--- src/rtl/gclk_ctrl_pkg.sv ---
// Shared types and default timing constants for the gclk_ctrl clock-gating
// controller.
package gclk_ctrl_pkg;

  typedef enum logic [1:0] {
    OFF  = 2'd0,
    WAKE = 2'd1,
    ON   = 2'd2,
    IDLE = 2'd3
  } gclk_state_t;

  localparam int unsigned DEF_N_DOM       = 4;
  localparam int unsigned DEF_WAKE_CYCLES = 2;
  localparam int unsigned DEF_IDLE_CYCLES = 8;
  localparam int unsigned DEF_CNT_W       = 16;

endpackage

--- src/rtl/clk_gate_cell.sv ---
// Glitch-free clock gate: a low-transparent latch on the enable followed by an
// AND with the clock. The latch has an asynchronous clear so the gated clock
// drops at once when rst rises, even in the middle of a high phase.
// Ports:
//   clk  - source clock
//   rst  - asynchronous active-high clear of the enable latch
//   en   - registered enable (must come from a flop on clk's rising edge)
//   gclk - gated clock output
module clk_gate_cell (
  input  logic clk,
  input  logic rst,
  input  logic en,
  output logic gclk
);

  logic en_l;

  // Closed while clk is high, so en changing after the rising edge cannot
  // shorten or create a pulse in the current high phase.
  always_latch begin
    if (rst)
      en_l <= 1'b0;
    else if (!clk)
      en_l <= en;
  end

  assign gclk = clk & en_l;

endmodule

--- src/rtl/gclk_ctrl.sv ---
// Per-domain clock-gating controller. Each domain runs an OFF/WAKE/ON/IDLE
// FSM; a round-robin arbiter admits at most one domain into WAKE at a time
// to limit inrush. A registered enable per domain drives one clk_gate_cell.
// Ports:
//   sysclk   - system clock, all state updates on its rising edge
//   rst      - asynchronous active-high reset
//   req      - level request per domain
//   force_on - bypass: every domain clocked and acknowledged
//   ack      - domain clock running and stable (registered)
//   gclk     - gated clock per domain
//   waking   - some domain is in WAKE (registered)
//   stat_sel - statistics domain select      (GCLK_STATS_EN only)
//   stat_cnt - gated-off cycles of stat_sel  (GCLK_STATS_EN only)
// Build option: define GCLK_STATS_EN to add per-domain saturating
// gated-off cycle counters.
module gclk_ctrl
  import gclk_ctrl_pkg::*;
#(
  parameter  int unsigned N_DOM       = DEF_N_DOM,
  parameter  int unsigned WAKE_CYCLES = DEF_WAKE_CYCLES,
  parameter  int unsigned IDLE_CYCLES = DEF_IDLE_CYCLES,
  parameter  int unsigned CNT_W       = DEF_CNT_W,
  localparam int unsigned SEL_W       = (N_DOM > 1) ? $clog2(N_DOM) : 1
) (
  input  logic             sysclk,
  input  logic             rst,
  input  logic [N_DOM-1:0] req,
  input  logic             force_on,
  output logic [N_DOM-1:0] ack,
  output logic [N_DOM-1:0] gclk,
  output logic             waking
`ifdef GCLK_STATS_EN
  ,
  input  logic [SEL_W-1:0] stat_sel,
  output logic [CNT_W-1:0] stat_cnt
`endif
);

  localparam logic [CNT_W-1:0] WAKE_LOAD = CNT_W'(WAKE_CYCLES - 1);
  localparam logic [CNT_W-1:0] IDLE_LOAD = CNT_W'(IDLE_CYCLES - 1);
  localparam logic [SEL_W-1:0] LAST_IDX  = SEL_W'(N_DOM - 1);

  gclk_state_t      st_q  [N_DOM];
  gclk_state_t      st_d  [N_DOM];
  logic [CNT_W-1:0] tmr_q [N_DOM];
  logic [CNT_W-1:0] tmr_d [N_DOM];
  logic [SEL_W-1:0] rr_q;
  logic [N_DOM-1:0] en_q;

  logic             any_wake;
  logic             grant_vld;
  logic [SEL_W-1:0] grant_idx;
  logic [SEL_W-1:0] idx;
  logic [N_DOM-1:0] grant;
  logic [N_DOM-1:0] en_d;
  logic [N_DOM-1:0] ack_d;
  logic             wake_d;

  // Wake arbiter: looks only at registered states, so a grant can never be
  // issued on the same edge a previous WAKE ends.
  always_comb begin
    any_wake  = 1'b0;
    grant_vld = 1'b0;
    grant_idx = '0;
    grant     = '0;
    idx       = '0;
    for (int unsigned i = 0; i < N_DOM; i++)
      if (st_q[i] == WAKE) any_wake = 1'b1;
    if (!any_wake) begin
      for (int unsigned k = 0; k < N_DOM; k++) begin
        idx = SEL_W'((32'(rr_q) + k) % N_DOM);
        if (!grant_vld && req[idx] && st_q[idx] == OFF) begin
          grant_vld  = 1'b1;
          grant_idx  = idx;
          grant[idx] = 1'b1;
        end
      end
    end
  end

  // Per-domain next state; one timer per domain serves both WAKE and IDLE.
  always_comb begin
    wake_d = 1'b0;
    en_d   = '0;
    ack_d  = '0;
    for (int unsigned i = 0; i < N_DOM; i++) begin
      st_d[i]  = st_q[i];
      tmr_d[i] = tmr_q[i];
      case (st_q[i])
        OFF: begin
          if (grant[i]) begin
            st_d[i]  = WAKE;
            tmr_d[i] = WAKE_LOAD;
          end
        end
        WAKE: begin
          if (tmr_q[i] == '0) st_d[i] = ON;
          else                tmr_d[i] = tmr_q[i] - 1'b1;
        end
        ON: begin
          if (!req[i]) begin
            st_d[i]  = IDLE;
            tmr_d[i] = IDLE_LOAD;
          end
        end
        IDLE: begin
          if (req[i])               st_d[i] = ON;
          else if (tmr_q[i] == '0)  st_d[i] = OFF;
          else                      tmr_d[i] = tmr_q[i] - 1'b1;
        end
        default: st_d[i] = OFF;
      endcase
      en_d[i]  = (st_d[i] != OFF);
      ack_d[i] = (st_d[i] == ON) || (st_d[i] == IDLE);
      if (st_d[i] == WAKE) wake_d = 1'b1;
    end
  end

  always_ff @(posedge sysclk or posedge rst) begin
    if (rst) begin
      for (int unsigned i = 0; i < N_DOM; i++) begin
        st_q[i]  <= OFF;
        tmr_q[i] <= '0;
      end
      rr_q   <= '0;
      en_q   <= '0;
      ack    <= '0;
      waking <= 1'b0;
    end else begin
      for (int unsigned i = 0; i < N_DOM; i++) begin
        st_q[i]  <= st_d[i];
        tmr_q[i] <= tmr_d[i];
      end
      if (grant_vld)
        rr_q <= (grant_idx == LAST_IDX) ? '0 : grant_idx + 1'b1;
      en_q   <= en_d  | {N_DOM{force_on}};
      ack    <= ack_d | {N_DOM{force_on}};
      waking <= wake_d;
    end
  end

  for (genvar g = 0; g < N_DOM; g++) begin : g_gate
    clk_gate_cell u_gate (
      .clk  (sysclk),
      .rst  (rst),
      .en   (en_q[g]),
      .gclk (gclk[g])
    );
  end

`ifdef GCLK_STATS_EN
  logic [CNT_W-1:0] off_cnt [N_DOM];

  always_ff @(posedge sysclk or posedge rst) begin
    if (rst) begin
      for (int unsigned i = 0; i < N_DOM; i++) off_cnt[i] <= '0;
    end else begin
      for (int unsigned i = 0; i < N_DOM; i++)
        if (st_q[i] == OFF && !force_on && off_cnt[i] != '1)
          off_cnt[i] <= off_cnt[i] + 1'b1;
    end
  end

  assign stat_cnt = (32'(stat_sel) < N_DOM) ? off_cnt[stat_sel] : '0;
`endif

endmodule

--- config.mk ---
export PLATFORM = sky130hd
export DESIGN_NAME = gclk_ctrl
export DESIGN_NICKNAME = d
export VERILOG_FILES = /design/src/rtl/gclk_ctrl_pkg.sv /design/src/rtl/clk_gate_cell.sv /design/src/rtl/gclk_ctrl.sv
export SDC_FILE = /design/constraint.sdc
export NUM_CORES = 1
export LEC_CHECK = 0
export ABC_CLOCK_PERIOD_IN_PS = 3700
export CAP_MARGIN = 20
export CELL_PAD_IN_SITES_DETAIL_PLACEMENT = 1
export CELL_PAD_IN_SITES_GLOBAL_PLACEMENT = 2
export CORE_MARGIN = 1
export CORE_UTILIZATION = 36
export DETAILED_ROUTE_END_ITERATION = 6
export MAX_ROUTING_LAYER = met4
export PLACE_DENSITY_LB_ADDON = 0.1
export SETUP_SLACK_MARGIN = 0.1
export SYNTH_ARGS = -nofsm -noshare
export SYNTH_HDL_FRONTEND = slang
export SYNTH_HIERARCHICAL = 1
export SYNTH_SLANG_ARGS = --single-unit
--- constraint.sdc ---
create_clock -name sysclk -period 3.7 [get_ports sysclk]
set_input_delay 0.74 -clock sysclk [delete_from_list [all_inputs] [get_ports sysclk]]
set_output_delay 0.74 -clock sysclk [all_outputs]
set_load 0.03 [all_outputs]
==> Yosys cells after proc, flatten, opt, wreduce, memory -nomap -nowiden <==
Index checks and enable logic that the tools add are counted.
{ "totals": {"regBits": 83, "wordCells": 236, "latchBits": 4, "input_bits": 7, "out_inout_bits": 9} }
{ "classes": {"n_mux": 112, "n_lt_le_gt_ge": 12, "n_addsub": 8, "bitwise": 13, "n_reduce_logical": 38, "eq_ne": 37} }
{ "ops": {"columns": ["operator", "n"], "rows": [
  ["$mux W16", 16],
  ["$pmux W16 S4", 4],
  ["$mux W2", 34],
  ["$logic_not A16 Y1", 4],
  ["$sub A16 B1 Y16 const B", 4],
  ["$eq A2 B2 Y1 const B", 17],
  ["$mux W1", 34],
  ["$mux W4", 8],
  ["$pmux W2 S4", 4],
  ["$ne A2 B2 Y1 const B", 12],
  ["$or A4 B4 Y4", 5],
  ["$bmux W2 S2", 4],
  ["$eq A2 B1 Y1 const B", 8],
  ["$logic_not A2 Y1", 8],
  ["$ge A3 B3 Y1 const B", 4],
  ["$lt A2 B3 Y1 const B", 4],
  ["$not A2 Y3", 4],
  ["$reduce_and A3 Y1", 4],
  ["$logic_and A1 B1 Y1", 11],
  ["$bmux W1 S2", 4],
  ["$demux W1 S2", 4],
  ["$ge A2 B1 Y1 const B", 4],
  ["$reduce_bool A2 Y1", 4],
  ["$add A2 B1 Y2 const B", 2],
  ["4 further kinds", 13]
]} }

==> Logic depth before layout (Yosys ltp) <==
Gate-level depths: netlist of run 1.
{ "logic_depth": {"depth_word": 30, "mapped_depth": 14, "ltp_nobuf": 11} }

==> Modules after synthesis <==
The synthesis of run 1 kept the hierarchy.
{ "modules_own_cells": {"columns": ["module", "instances", "cells_each", "seq_area_each_um2", "area_per_inst_um2"], "rows": [
  ["gclk_ctrl", 1, 539, 2077.0, 4949.7],
  ["clk_gate_cell", 4, 4, 0.0, 33.8]
]} }

==> flow_summary.toml, run 1 <==
[routing]
vias = 4410
postRouteAntennaNets = 0
vias_per_cell = 5.57
routed_wl_um = 13600
routedWlPerCell_um = 17.1
dr.pass1.iters = 6
drc_errors = 0
drt_iter0_markers = 196

[critical_path]
path_max_fanout = 1
crit_arrival_ns = 2.88
critPathLaunchType = "latch"
end_kind = "output pin"
cp.required_ns = 2.96
worstSetupPathType = "latch to output pin"

[synth]
synth-seq-cells = 87
postSynthAreaPerCell_um2 = 9.16
synth_nets = 573
yosys.area.top_type = "dfrtp_1"
synth_flop_cell = "dfrtp_1"
syn_inst = 555
yosysWarningCount = 6
synth_edf_count = 0
syn-cell-area_um2 = 5080
synth.top_cell.area_share = 0.408
synth_cell_types = 67
async_flop_share = 0.954
synthTopCellsByArea = "dfrtp_1 (41%), a21oi_1 (5.0%), nor2_1 (4.2%), or3_1 (3.1%), ha_1 (2.7%)"

[global_routing]
track_usage = 0.212
grt_remaining_overflow = 0
first_global_vias = 4711
grt_pass1_wl_um = 23400
grt_max_degree = 45
antenna_found_initial = 0

[power_and_ir_drop]
power_density_nw_per_um2 = 463
swShare = 0.286
combPwrFrac = 0.160
peakVddDrop_uv = 374
leakagePower_nw = 2.67
finalPower_mw = 2.85
p_int_mw = 2.04
pwr-share-clk = 0.468
seqPwrFrac = 0.372
switching_power_uw = 814

[sta]
tightest_slew_ns = 0.868
rsz0062_at_grt = "yes"
maxSlewViolCount = 0
relSlewSlack = 0.421
finalHoldViolations = 0
fin_skew_ns = 0.0654
setup_viol = 0
hold_ws_ns = 0.267

[finish]
fillerInstances = 1583
fin_nets = 626
syn2layout_area_growth_pct = 21.1
diodes = 0
final_util = 0.445
drive_gt1_frac = 0.173
finalNonFillerCells = 792
final_cell_area_um2 = 6160

[floorplan]
rows = 43
start_util = 0.368
die_w_um = 121
coreArea_um2 = 13800
dieArea_um2 = 14600
dieHeight_um = 121
num_io_pins = 16

[clocking]
clk_pin_slew_worst_paths_ns = 0.04
clk_latency_ns = 0.46
cts_tree = "built"

[placement]
dpl.cell_count = 770
post_dp_cell_area_um2 = 5700
io_buffers = 15
gp_congestion = 0.812
dp_hpwl_um = 9680

[min_path]
min_path_type = "primary input to clock gate"

[run_status]
outcome = "finished clean"

[job]
drv_cap = 0
synthesized netlist by cell type (4+ instances only):
master	instances
dfrtp_1	83
mux4_2	4
nor3_1	12
nand2b_1	16
nand4_1	4
nor4_1	6
nor3b_1	5
o2111ai_1	4
a21boi_0	5
mux2i_1	5
o21a_1	4
buf_2	4
o211ai_1	8
and2_1	6
or3_1	25
nand3b_1	4
clkbuf_1	19
or2_2	12
ha_1	11
a21oi_1	51
xor2_1	14
xnor2_1	8
o31ai_1	9
o21ai_0	26
nor2b_1	8
inv_1	22
nand2_1	30
mux2_2	7
dlxtp_1	4
nor2_1	57
nand3_1	13
or4_1	13
o41ai_1	5
final timing paths:
| kind | startpoint | to | slack [ns] | cells past startpoint |
|---|---|---|---|---|
| min reg2reg | tmr_q[4] | tmr_q[4] | 0.50 | 1 |
| max | g_gate[1].u_gate/en_l | gclk[1] | 0.08 | 2 |
| max reg2reg | tmr_q[52] | tmr_q[49] | 0.37 | 9 |
| min in group asynchronous | rst | tmr_q[4] | 1.48 | 3 |
| min | rst | clock gate | 0.27 | 3 |
| max in group gated | rst | clock gate | 1.47 | 3 |
| min in group sysclk | tmr_q[4] | tmr_q[4] | 0.50 | 1 |
| max in group asynchronous | rst | tmr_q[16] | 1.54 | 4 |
cell families (layout without fill, tap and decap cells):
group	after synthesis	in the layout	share of synthesized area
AND/OR/NAND/NOR	228	228	0.249
AO/OA/AOI/OAI	141	141	0.180
flip-flops	83	83	0.408
buffers and inverters	50	107	0.0433
XOR/XNOR	22	22	0.0379
multiplexers	16	16	0.0431
adder cells (fa/ha/maj)	11	11	0.0271
latches	4	4	0.0118
power groups by stage:
stage	Clock (mW)	Combinational (mW)	Sequential (mW)
2_1_floorplan	0.0617	0.319	1.05
3_3_place_gp	0.0940	0.443	1.07
3_5_place_dp	0.0940	0.455	1.08
4_1_cts	1.37	0.460	1.06
5_1_grt	1.41	0.516	1.07
6_report	1.33	0.455	1.06
layout by cell type (no fill, tap or decap), drive strengths merged, types with 14 or more instances in the layout:
master	netlist	routed
dfrtp	83	83
nor2	57	57
buf	8	52
a21oi	51	51
nand2	30	30
o21ai	29	29
or3	25	25
inv	22	21
clkbuf	20	18
nand2b	16	16
xor2	14	14
through the flow:
step / setup TNS [ns] / worst slack, ns
after floorplan: 0 / 0.101
after global placement: -1.01 / -0.130
after detailed placement: -5.17 / -0.236
after CTS: 0 / 0.0490
after global routing: 0 / 0.0311
final: 0 / 0.0757
registers in the layout (all words and copies together), names as in the netlist:
name	cells
tmr_q	64
st_q	8
ack	4
en_q	4
g_gate.u_gate/en_l	4
rr_q	2
waking	1
critical path: stages (launching register included):
cell,delay (ns)
dlxtp_1,0.31
and2_1,0.14
buf_6,0.13
per-layer routing:
layer	global-route usage	up-vias	share of wire
met1	0.270	2209	0.48
li1	-	2118	-
met3	0.0392	25	0.024
met5	-	-	0
met2	0.320	58	0.47
met4	0.113	0	0.023
final cells by class:
class	count	area, um^2	share of cell area
Inverter	22	83.8	0.0136
Sequential cell	87	2140	0.347
Clock buffer	22	430	0.0699
Clock inverter	2	35.0	0.00569
Timing Repair Buffer	61	503	0.0817
Multi-Input combinational cell	418	2740	0.445
Tap cell	180	225	0.0366
repair_timing:
action	4_1_cts	5_1_grt
pin swaps	1	2
endpoints found under the setup margin	8	13
hold endpoints to repair	4	0
resized for setup	29	5
buffers inserted	0	0
hold buffers	2	0
Power figures use the tool's default switching activity.
==> run 2, diff against run 1 <==
--- a/config.mk
+++ b/config.mk
@@ -10,7 +10,7 @@
 export CELL_PAD_IN_SITES_DETAIL_PLACEMENT = 1
 export CELL_PAD_IN_SITES_GLOBAL_PLACEMENT = 2
 export CORE_MARGIN = 1
-export CORE_UTILIZATION = 36
+export CORE_UTILIZATION = 30
 export DETAILED_ROUTE_END_ITERATION = 6
 export MAX_ROUTING_LAYER = met4
 export PLACE_DENSITY_LB_ADDON = 0.1
==> flow_summary.toml, run 2 (synthesis gave the netlist of run 1 again) <==
[run_status]
outcome = "finished clean"

[critical_path]
worstSetupPathType = "latch to output pin"
cp.required_ns = 2.96
slowest_stage = "dlxtp_1"
ff2ff_path_depth = 11
critPathLaunchType = "latch"
crit_buf_inv = 1
critPathMaxStageDelay_ns = 0.31
end_kind = "output pin"
timing.rr.end = "tmr_q[63]"
crit_family = "latches"
r2r_slack_ns = 0.31
path_max_fanout = 1
crit_path_cell_trace = "and2_4 -> buf_6"
worst_r2r_startpoint = "rr_q[0]"
crit_arrival_ns = 2.87

[global_routing]
first_global_vias = 4823
track_usage = 0.184
antenna_found_initial = 0
grt_pass1_wl_um = 24800
grt_max_degree = 45
grt_remaining_overflow = 0

[routing]
vias_per_cell = 5.20
postRouteAntennaNets = 0
vias = 4373
drt_iter0_markers = 169
routedWlPerCell_um = 16.8
routed_wl_um = 14100
drc_errors = 0
dr.pass1.iters = 4

[finish]
regArea_um2 = 2140
top_regs = "tmr_q x64, st_q x8"
final_common_cell = "dfrtp_1"
final_cell_area_um2 = 6270
fin_nets = 634
syn2layout_area_growth_pct = 23.2
largest-register = "tmr_q"
fillerInstances = 1927
diodes = 0
multi_input_area_um2 = 2740
drive_gt1_frac = 0.187
final_util = 0.378
most-common-layout-cells = "dfrtp_1 (83), nor2_1 (57), buf_4 (55), a21oi_1 (51), nand2_1 (30)"
largest_reg_flops = 64

[min_path]
hold_depth = 3
min-delay-start = "rst"
min_path_type = "primary input to clock gate"

[power_and_ir_drop]
power_density_nw_per_um2 = 457
p_int_mw = 2.03
finalPower_mw = 2.86
switching_power_uw = 837
seqPwrFrac = 0.371
leakagePower_nw = 2.70
swShare = 0.292
combPwrFrac = 0.161
pwr-share-clk = 0.469
peakVddDrop_uv = 362

[floorplan]
dieHeight_um = 132
die_w_um = 132
dieArea_um2 = 17500
rows = 47
coreArea_um2 = 16600
start_util = 0.307
num_io_pins = 16

[sta]
hold_ws_ns = 0.240
tightest_slew_ns = 0.856
setup_viol = 0
maxSlewViolCount = 0
fin_skew_ns = 0.0702
setup_slack_ns = 0.0881
finalHoldViolations = 0
rsz0062_at_grt = "yes"
relSlewSlack = 0.429

[clocking]
cts_tree = "built"
postCtsSetupRepairBufs = 0
clk_latency_ns = 0.46
clk_pin_slew_worst_paths_ns = 0.04

[placement]
gp_congestion = 0.803
post_dp_cell_area_um2 = 5810
dp_hpwl_um = 10100
dp_slack_ns = -0.189
io_buffers = 15

[job]
drv_cap = 0
[run 2: changes by cell type in the layout (fill, tap and decap cells not counted), sizes merged]
cell | before | now
buf | 52 | 60
clkinvlp | 0 | 2
clkbuf | 18 | 17
[run 2: worst max-delay path by stage]
stage | from | end | slack (ns) | cells past startpoint
2_1_floorplan | rr_q[0] | tmr_q[61] | 0.10 | 13
3_3_place_gp | req[3] | tmr_q[53] | -0.11 | 10
3_5_place_dp | req[3] | tmr_q[63] | -0.19 | 10
4_1_cts | g_gate[2].u_gate/en_l | gclk[2] | 0.08 | 2
5_1_grt | g_gate[2].u_gate/en_l | gclk[2] | 0.05 | 2
6_report | g_gate[2].u_gate/en_l | gclk[2] | 0.09 | 2
[run 2: timing repair]
item | CTS | global route
pin swaps | 4 | 0
hold endpoints to repair | 4 | 0
gates resized for setup | 32 | 2
hold buffers | 2 | 0
setup endpoints to repair | 8 | 10
[run 2: power groups by stage]
| stage | Sequential, mW | Clock (mW) | Combinational (mW) |
|---|---|---|---|
| 2_1_floorplan | 1.05 | 0.0617 | 0.319 |
| 3_3_place_gp | 1.07 | 0.0940 | 0.454 |
| 3_5_place_dp | 1.08 | 0.0940 | 0.464 |
| 4_1_cts | 1.06 | 1.39 | 0.469 |
| 5_1_grt | 1.07 | 1.43 | 0.518 |
| 6_report | 1.06 | 1.34 | 0.460 |
[run 2: metal layers]
layer	vias up	part of all wire	track usage
met4	0	0.021	0.101
met3	24	0.019	0.0319
met2	46	0.46	0.268
met1	2165	0.50	0.243
met5	-	0	-
li1	2138	-	-
[run 2: worst min-delay path: stages]
cell and delay [ns]:
dlygate4sd3_1 0.53, clkdlybuf4s50_1 0.55, dlygate4sd3_1 0.67
[run 2: final cells by class]
class	instances	share of cell area
clock inverters	4	0.00799
flip-flops and latches	87	0.341
repair buffers	69	0.0899
clock buffers	21	0.0665
inverters	22	0.0134
multi-input cells	418	0.437
well taps	220	0.0439
[run 2: stage by stage]
step / setup TNS (ns) / std cells
after global routing: 0 / 841
after global placement: -0.936 / 818
after CTS: 0 / 841
after floorplan: 0 / 555
final: 0 / 841
after detailed placement: -3.56 / 818
